<file path="src/rtl/decode_pkg.sv">
// Shared defaults and the ID/EX control bundle for decode_stage.
// The write-first register file is selected with DECODE_BYPASS_EN (see regfile_nr).
package decode_pkg;
    localparam int DATA_W_DEF = 32;
    localparam int NREG_DEF   = 32;
    localparam int IMM_W_DEF  = 16;
    // dest is sized for the largest supported register file (256); narrower files zero-extend into it.
    localparam int MAX_ADDR_W = 8;

    typedef struct packed {
        logic                  reg_write;
        logic                  mem_read;
        logic [MAX_ADDR_W-1:0] dest;
    } idex_ctrl_t;
endpackage

</file>
<file path="src/rtl/decode_stage_if.sv">
// Decode-stage bus: IF/ID inputs, write-back port, flush and the ID/EX output handshake.
// master = surrounding pipeline, slave = decode_stage.
interface decode_stage_if
    import decode_pkg::*;
#(
    parameter int DATA_W = DATA_W_DEF,
    parameter int NREG   = NREG_DEF,
    parameter int IMM_W  = IMM_W_DEF
);
    localparam int ADDR_W = $clog2(NREG);

    logic              in_valid, in_ready;
    logic [ADDR_W-1:0] rs, rt, rd;
    logic [IMM_W-1:0]  imm;
    logic              reg_dst, reg_write, mem_read, uses_rt;
    logic              flush;
    logic              wb_we;
    logic [ADDR_W-1:0] wb_addr;
    logic [DATA_W-1:0] wb_data;
    logic              out_valid, out_ready;
    logic [DATA_W-1:0] out_rd_data1, out_rd_data2, out_sgn_ext_imm, out_imm_shl2;
    logic [IMM_W-1:0]  out_imm_raw;
    logic [ADDR_W-1:0] out_dest;
    logic              out_reg_write, out_mem_read;

    modport master (
        output in_valid, rs, rt, rd, imm, reg_dst, reg_write, mem_read, uses_rt,
               flush, wb_we, wb_addr, wb_data, out_ready,
        input  in_ready, out_valid, out_rd_data1, out_rd_data2, out_sgn_ext_imm,
               out_imm_shl2, out_imm_raw, out_dest, out_reg_write, out_mem_read
    );

    modport slave (
        input  in_valid, rs, rt, rd, imm, reg_dst, reg_write, mem_read, uses_rt,
               flush, wb_we, wb_addr, wb_data, out_ready,
        output in_ready, out_valid, out_rd_data1, out_rd_data2, out_sgn_ext_imm,
               out_imm_shl2, out_imm_raw, out_dest, out_reg_write, out_mem_read
    );
endinterface

</file>
<file path="src/rtl/regfile_nr.sv">
// 2R1W register file with r0 hardwired to zero. Read-before-write by default;
// defining DECODE_BYPASS_EN makes reads write-first (same-cycle WB data is returned).
module regfile_nr #(
    parameter int DATA_W = 32,
    parameter int NREG   = 32
) (
    input  logic                    clk,
    input  logic                    reset,
    input  logic [$clog2(NREG)-1:0] ra1,
    input  logic [$clog2(NREG)-1:0] ra2,
    output logic [DATA_W-1:0]       rd1,
    output logic [DATA_W-1:0]       rd2,
    input  logic                    we,
    input  logic [$clog2(NREG)-1:0] wa,
    input  logic [DATA_W-1:0]       wd
);
    logic [DATA_W-1:0] mem [NREG];

    // NOTE: the array is reset because every architectural register must read 0 after reset;
    // this keeps it in flops rather than a RAM macro.
    always_ff @(posedge clk or negedge reset) begin
        if (!reset) begin
            for (int i = 0; i < NREG; i++) mem[i] <= '0;
        end else if (we && wa != '0) begin
            mem[wa] <= wd;
        end
    end

    // NOTE: outputs get their default first so every path assigns them and no latch is inferred.
    always_comb begin
        rd1 = (ra1 == '0) ? '0 : mem[ra1];
        rd2 = (ra2 == '0) ? '0 : mem[ra2];
`ifdef DECODE_BYPASS_EN
        if (we && wa != '0 && wa == ra1) rd1 = wd;
        if (we && wa != '0 && wa == ra2) rd2 = wd;
`endif
    end
endmodule

</file>
<file path="src/rtl/decode_stage.sv">
// Instruction-decode stage: register-file read, immediate extension, destination select,
// load-use interlock and the ID/EX register. DECODE_BYPASS_EN selects a write-first register file.
module decode_stage
    import decode_pkg::*;
#(
    parameter int DATA_W = DATA_W_DEF,
    parameter int NREG   = NREG_DEF,
    parameter int IMM_W  = IMM_W_DEF
) (
    input logic           clk,
    input logic           reset,
    decode_stage_if.slave bus
);
    localparam int ADDR_W = $clog2(NREG);

    logic [DATA_W-1:0] rd1, rd2, sgn_ext;
    logic [ADDR_W-1:0] dest_sel;
    logic              hazard, in_ready, accept;
    idex_ctrl_t        ctrl_d, ctrl_q;
    logic              valid_q;
    logic [DATA_W-1:0] data1_q, data2_q, sgn_q, shl2_q;
    logic [IMM_W-1:0]  imm_q;

    regfile_nr #(.DATA_W(DATA_W), .NREG(NREG)) u_regfile (
        .clk (clk),
        .reset (reset),
        .ra1 (bus.rs),
        .ra2 (bus.rt),
        .rd1 (rd1),
        .rd2 (rd2),
        .we  (bus.wb_we),
        .wa  (bus.wb_addr),
        .wd  (bus.wb_data)
    );

    // A load still in ID/EX whose target is read now must be let through one cycle before this instruction.
    always_comb begin
        hazard   = valid_q && ctrl_q.mem_read && ctrl_q.reg_write && (ctrl_q.dest != '0)
                && ((ctrl_q.dest == MAX_ADDR_W'(bus.rs))
                    || (bus.uses_rt && (ctrl_q.dest == MAX_ADDR_W'(bus.rt))));
        in_ready = !hazard && (!valid_q || bus.out_ready);
        accept   = bus.in_valid && in_ready;

        dest_sel         = bus.reg_dst ? bus.rd : bus.rt;
        ctrl_d.reg_write = bus.reg_write;
        ctrl_d.mem_read  = bus.mem_read;
        ctrl_d.dest      = MAX_ADDR_W'(dest_sel);

        sgn_ext = {{(DATA_W-IMM_W){bus.imm[IMM_W-1]}}, bus.imm};
    end

    always_ff @(posedge clk or negedge reset) begin
        if (!reset) begin
            valid_q <= 1'b0;
            ctrl_q  <= '0;
            data1_q <= '0;
            data2_q <= '0;
            sgn_q   <= '0;
            shl2_q  <= '0;
            imm_q   <= '0;
        end else begin
            if (bus.flush)          valid_q <= 1'b0;
            else if (accept)        valid_q <= 1'b1;
            else if (bus.out_ready) valid_q <= 1'b0;

            // A flushed accept is dropped entirely; otherwise fields only move on accept.
            if (accept && !bus.flush) begin
                ctrl_q  <= ctrl_d;
                data1_q <= rd1;
                data2_q <= rd2;
                sgn_q   <= sgn_ext;
                shl2_q  <= sgn_ext << 2;
                imm_q   <= bus.imm;
            end
        end
    end

    assign bus.in_ready        = in_ready;
    assign bus.out_valid       = valid_q;
    assign bus.out_rd_data1    = data1_q;
    assign bus.out_rd_data2    = data2_q;
    assign bus.out_sgn_ext_imm = sgn_q;
    assign bus.out_imm_shl2    = shl2_q;
    assign bus.out_imm_raw     = imm_q;
    assign bus.out_dest        = ctrl_q.dest[ADDR_W-1:0];
    assign bus.out_reg_write   = ctrl_q.reg_write;
    assign bus.out_mem_read    = ctrl_q.mem_read;
endmodule

</file>
<file path="src/flat_wrapper.sv">
// flat-port wrapper written by rule: the top's interface ports become plain ports
module decode_stage_flat import decode_pkg::*;
#(
    parameter int DATA_W = DATA_W_DEF,
    parameter int NREG   = NREG_DEF,
    parameter int IMM_W  = IMM_W_DEF
)
  (clk, reset, bus_in_valid, bus_rs, bus_rt, bus_rd, bus_imm, bus_reg_dst, bus_reg_write, bus_mem_read, bus_uses_rt, bus_flush, bus_wb_we, bus_wb_addr, bus_wb_data, bus_out_ready, bus_in_ready, bus_out_valid, bus_out_rd_data1, bus_out_rd_data2, bus_out_sgn_ext_imm, bus_out_imm_shl2, bus_out_imm_raw, bus_out_dest, bus_out_reg_write, bus_out_mem_read);
  decode_stage_if #(.DATA_W(DATA_W), .NREG(NREG), .IMM_W(IMM_W)) bus_i ();
  input logic clk;
  input logic reset;
  input wire logic [$bits(bus_i.in_valid)-1:0] bus_in_valid;
  input wire logic [$bits(bus_i.rs)-1:0] bus_rs;
  input wire logic [$bits(bus_i.rt)-1:0] bus_rt;
  input wire logic [$bits(bus_i.rd)-1:0] bus_rd;
  input wire logic [$bits(bus_i.imm)-1:0] bus_imm;
  input wire logic [$bits(bus_i.reg_dst)-1:0] bus_reg_dst;
  input wire logic [$bits(bus_i.reg_write)-1:0] bus_reg_write;
  input wire logic [$bits(bus_i.mem_read)-1:0] bus_mem_read;
  input wire logic [$bits(bus_i.uses_rt)-1:0] bus_uses_rt;
  input wire logic [$bits(bus_i.flush)-1:0] bus_flush;
  input wire logic [$bits(bus_i.wb_we)-1:0] bus_wb_we;
  input wire logic [$bits(bus_i.wb_addr)-1:0] bus_wb_addr;
  input wire logic [$bits(bus_i.wb_data)-1:0] bus_wb_data;
  input wire logic [$bits(bus_i.out_ready)-1:0] bus_out_ready;
  output wire logic [$bits(bus_i.in_ready)-1:0] bus_in_ready;
  output wire logic [$bits(bus_i.out_valid)-1:0] bus_out_valid;
  output wire logic [$bits(bus_i.out_rd_data1)-1:0] bus_out_rd_data1;
  output wire logic [$bits(bus_i.out_rd_data2)-1:0] bus_out_rd_data2;
  output wire logic [$bits(bus_i.out_sgn_ext_imm)-1:0] bus_out_sgn_ext_imm;
  output wire logic [$bits(bus_i.out_imm_shl2)-1:0] bus_out_imm_shl2;
  output wire logic [$bits(bus_i.out_imm_raw)-1:0] bus_out_imm_raw;
  output wire logic [$bits(bus_i.out_dest)-1:0] bus_out_dest;
  output wire logic [$bits(bus_i.out_reg_write)-1:0] bus_out_reg_write;
  output wire logic [$bits(bus_i.out_mem_read)-1:0] bus_out_mem_read;
  assign bus_i.in_valid = bus_in_valid;
  assign bus_i.rs = bus_rs;
  assign bus_i.rt = bus_rt;
  assign bus_i.rd = bus_rd;
  assign bus_i.imm = bus_imm;
  assign bus_i.reg_dst = bus_reg_dst;
  assign bus_i.reg_write = bus_reg_write;
  assign bus_i.mem_read = bus_mem_read;
  assign bus_i.uses_rt = bus_uses_rt;
  assign bus_i.flush = bus_flush;
  assign bus_i.wb_we = bus_wb_we;
  assign bus_i.wb_addr = bus_wb_addr;
  assign bus_i.wb_data = bus_wb_data;
  assign bus_i.out_ready = bus_out_ready;
  assign bus_in_ready = bus_i.in_ready;
  assign bus_out_valid = bus_i.out_valid;
  assign bus_out_rd_data1 = bus_i.out_rd_data1;
  assign bus_out_rd_data2 = bus_i.out_rd_data2;
  assign bus_out_sgn_ext_imm = bus_i.out_sgn_ext_imm;
  assign bus_out_imm_shl2 = bus_i.out_imm_shl2;
  assign bus_out_imm_raw = bus_i.out_imm_raw;
  assign bus_out_dest = bus_i.out_dest;
  assign bus_out_reg_write = bus_i.out_reg_write;
  assign bus_out_mem_read = bus_i.out_mem_read;
  decode_stage #(.DATA_W(DATA_W), .NREG(NREG), .IMM_W(IMM_W)) u_core (.clk(clk), .reset(reset), .bus(bus_i));
endmodule
</file>
<file path="config.mk">
export PLATFORM = sky130hd
export DESIGN_NAME = decode_stage_flat
export DESIGN_NICKNAME = d
export VERILOG_FILES = /design/src/rtl/decode_pkg.sv /design/src/rtl/decode_stage_if.sv /design/src/rtl/regfile_nr.sv /design/src/rtl/decode_stage.sv /design/src/flat_wrapper.sv
export SDC_FILE = /design/constraint.sdc
export NUM_CORES = 2
export LEC_CHECK = 0
export BUFFER_PORTS_ARGS = -buffer_cell sky130_fd_sc_hd__clkbuf_2
export CAP_MARGIN = 20
export CORE_ASPECT_RATIO = 0.75
export CORE_UTILIZATION = 45
export DETAILED_ROUTE_END_ITERATION = 16
export PLACE_DENSITY_LB_ADDON = 0.25
export SYNTH_ARGS = -nofsm -noshare
export SYNTH_HDL_FRONTEND = slang
export SYNTH_SLANG_ARGS = --single-unit
</file>
<file path="constraint.sdc">
create_clock -name clk -period 1.7 [get_ports clk]
set_input_delay 0.255 -clock clk [delete_from_list [all_inputs] [get_ports clk]]
set_output_delay 0.255 -clock clk [all_outputs]
set_load 0.005 [all_outputs]
</file>
==> results.ini <==
[grt]
first_global_vias = 43100
grt.overflow.total = 0
grt_util_met3 = 0.0657
grt_first_pass_wirelength_um = 308000
grt_most_used_layer = met2
grt_max_degree = 92
grt.met2_usage = 0.475
overall_fraction_of_global_route_tracks_in_use = 0.320
grt.met1_usage = 0.460
grt_antenna_before_repair = 12

[route]
drt-total-wl_um = 213000
drtIter0Drc = 4980
postRouteAntennaNets = 0
via_count = 43500
routed_via_density = 6.47
firstDrtPassIters = 7
wl_per_cell_um = 31.8
drt_drc_violations_left = 0

[logic_synthesis]
synth_area_leader_cell = dfrtp_1
yosysUniqueCellTypes = 50
synth.yosys.seq_area_share = 0.471
synth_top_cell_area_share = 0.471
synth_enable_flop_cells = 0
syn_area_per_cell_um2 = 13.3
synth_area_mm2 = 0.0591
ys_top_cells_by_area = dfrtp_1 (47%), mux2_2 (19%), mux4_2 (9.9%), mux2i_1 (8.6%), a221oi_1 (3.7%)
postSynthCellCount = 4456
ys.flop_type = dfrtp_1
synth_seq_cells = 1112
yosysWarnings = 0
postSynth.asyncResetShare = 1.00

[sta]
final_max_slew_viol_count = 0
hold_viol = 0
min_period_ns = 2.69
timing_worst_slew_pin_value_ns = 0.748
rsz0062_at_grt = true
timing.max_slew.rel_slack = 0.496
final_critical_path_setup_slack_ns = -0.989
final_min_period_over_clock_period = 1.58
maxClockFrequency_mhz = 372
worst_clock_skew_ns = 0.0311
timing.final.setup_violations = 125

[critical_path]
reg2reg_from = u_core.bus.out_dest[4]
setup.reg_to_reg.worst_slack_ns = -0.70
worst_ep_arrival_time_ns = 2.43
crit_path_max_fanout = 4
r2r_end = u_core.bus.out_sgn_ext_imm[4]
r2r_depth = 12
worst_setup_path_start_kind = flip-flop
timing.setup.critical_path_class = flip-flop to primary output
endpoint_kind = primary output
crit_required_ns = 1.44
timing.critical_path.from = u_core.bus.out_dest[4]

[die]
die_x_um = 421
core_region_area_mm2 = 0.130
start_util = 0.456
die_area_mm2 = 0.133
ios = 231
fp.dieH_um = 316
rows = 114

[worst_hold_path]
min-delay-path-class = primary input to async pin

[clocking]
insertion_delay_ns = 0.75
cts.root.buffer_cell = clkbuf_16
clock_path_buffers = 3
cts_made_buffers = 111
cts.clk_slew.worst_paths_ns = 0.06
cts_h_tree_depth = 3
tritoncts_clock_tree = yes
clock_sink_count = 1112

[final_layout]
areaGrowthSynthToFinish_pct = 23.3
post_route_cells_drive_above_1_share = 0.511
fin_cells = 6718
post-route-util = 0.563
layout.nets = 4963

[pwr]
power.combinational.fraction = 0.227
clock_power_share = 0.326
power.sequential.fraction = 0.447
p_switching_w = 0.0233
power_per_cell_area_mw_per_mm2 = 1090
vdd.ir_drop.worst_v = 0.000835
p_total_w = 0.0798
total_leakage_power_nw = 33.1
p_int_w = 0.0565
power_switching_share = 0.292

[run_status]
run_status = finished, violations left
violations = negative setup slack

[place]
place_hpwl_um = 140000
dpl.cell_count = 6427
port_buffers = 228
dpl_worst_slack_ns = -0.757
gp_routability_congestion = 0.891

[job]
drv.max_cap_violation_count = 0

==> final cells by class <==
cell class                 instances  area, um^2
clock buffer                     153        3200
clock inverter                    46         571
antenna                            7        17.5
sequential                      1112       27800
tap                             1740        2180
fill                           10400       56700
timing repair buffer             862        9280
multi-input combinational       2795       29800
inverter                           3        16.3
==> routing by layer <==
metal | vias to the layer above | routed length [um]
met3 | 441 | 18200
li1 | 17700 | -
met4 | 4 | 9350
met1 | 23100 | 91600
met5 | - | 27
met2 | 2152 | 94300
==> how the worst max path moves through the flow <==
stage	endpoint	slack (ns)	cells past startpoint
floorplan	u_core.bus.out_rd_data1[7]	-0.16	7
global placement	u_core.bus.out_rd_data1[16]	-0.83	10
detailed placement	u_core.bus.out_rd_data1[16]	-0.76	10
CTS	bus_in_ready	-1.05	6
global route	bus_in_ready	-1.03	6
finish	bus_in_ready	-0.99	6
==> critical path, cell delays in order, from the launching register on <==
cell and delay [ns]:
dfrtp_2 0.49, buf_4 0.17, or4_4 0.43, o2111ai_2 0.20, buf_4 0.15, o21a_4 0.16
buf_6 0.10
==> flip-flops by register name (all words and copies together), names as in the netlist <==
register,flops
u_core.bus.out_dest,5
u_core.bus.out_valid,1
u_core.u_regfile.mem,1024
u_core.bus.out_rd_data2,32
u_core.bus.out_sgn_ext_imm,16
u_core.bus.out_rd_data1,32
u_core.bus.out_mem_read,1
u_core.bus.out_reg_write,1
==> cell usage after synthesis (2+ instances only) <==
library cell,n
nor3b_1,2
nand2b_1,8
o22ai_1,3
nand3_1,181
dfrtp_1,1112
nor3_1,4
nor2_1,80
clkbuf_2,2
a221oi_1,253
a22oi_1,120
buf_1,49
a21oi_1,4
buf_2,120
mux2i_1,511
clkbuf_4,4
and2_1,3
mux2_2,985
clkbuf_1,230
o31ai_1,3
nand2_1,193
mux2_1,7
nor4_1,2
o21ai_0,127
mux4_2,260
o21a_1,4
a22o_1,3
xor2_1,9
o32ai_1,3
inv_2,2
buf_4,102
buf_8,2
nand4b_1,3
or3_1,3
buf_6,37
o211ai_1,2
nor2b_1,9
==> cells by family (layout without fill, tap and decap cells) <==
group	count (synthesis)	after routing	synth area share
compound gates	528	528	0.0671
simple gates	492	492	0.0369
xor+xnor	10	10	0.00148
buf+inv	550	1064	0.0496
other cells	1	9	0.0000634
flops	1112	1112	0.471
mux	1763	1763	0.374
==> power groups by stage <==
stage | Combinational, W | Clock [W] | Sequential [W]
after floorplan | 0.0114 | 0 | 0.0345
after global placement | 0.0165 | 0 | 0.0355
after detailed placement | 0.0169 | 0 | 0.0358
after CTS | 0.0176 | 0.0263 | 0.0354
after global routing | 0.0193 | 0.0273 | 0.0362
final | 0.0181 | 0.0260 | 0.0356
==> cell usage in the layout (no fill, tap or decap), drive strengths merged, types with 7 or more instances in the layout <==
master	count
dfrtp	1112
mux2	992
buf	623
mux2i	511
clkbuf	366
mux4	260
a221oi	253
nand2	193
nand3	181
o21ai	129
a22oi	120
nor2	80
dlygate4sd3	26
clkinv	26
bufinv	12
xor2	9
nor2b	9
nand2b	8
diode	7
inv	7
==> stage by stage <==
step                TNS (ns)  hold WS [ns]  area, um^2
finish                -56.96        0.0167       72900
CTS                   -54.55       0.00301       71900
global placement     -149.24         0.179       66500
global route          -62.15        0.0145       72900
detailed placement   -161.10         0.178       66500
floorplan             -10.32       -0.0406       59200
==> what timing repair did <==
item                                    4_1_cts  5_1_grt
gates cloned                                 20        7
hold buffers                                 25        1
gates resized for setup                     144      235
endpoints found under the setup margin      142      128
pin swaps                                    30       51
hold endpoints to repair                    963        1
setup buffers                                39       16
No activity file was read; power rests on OpenSTA's default activity.
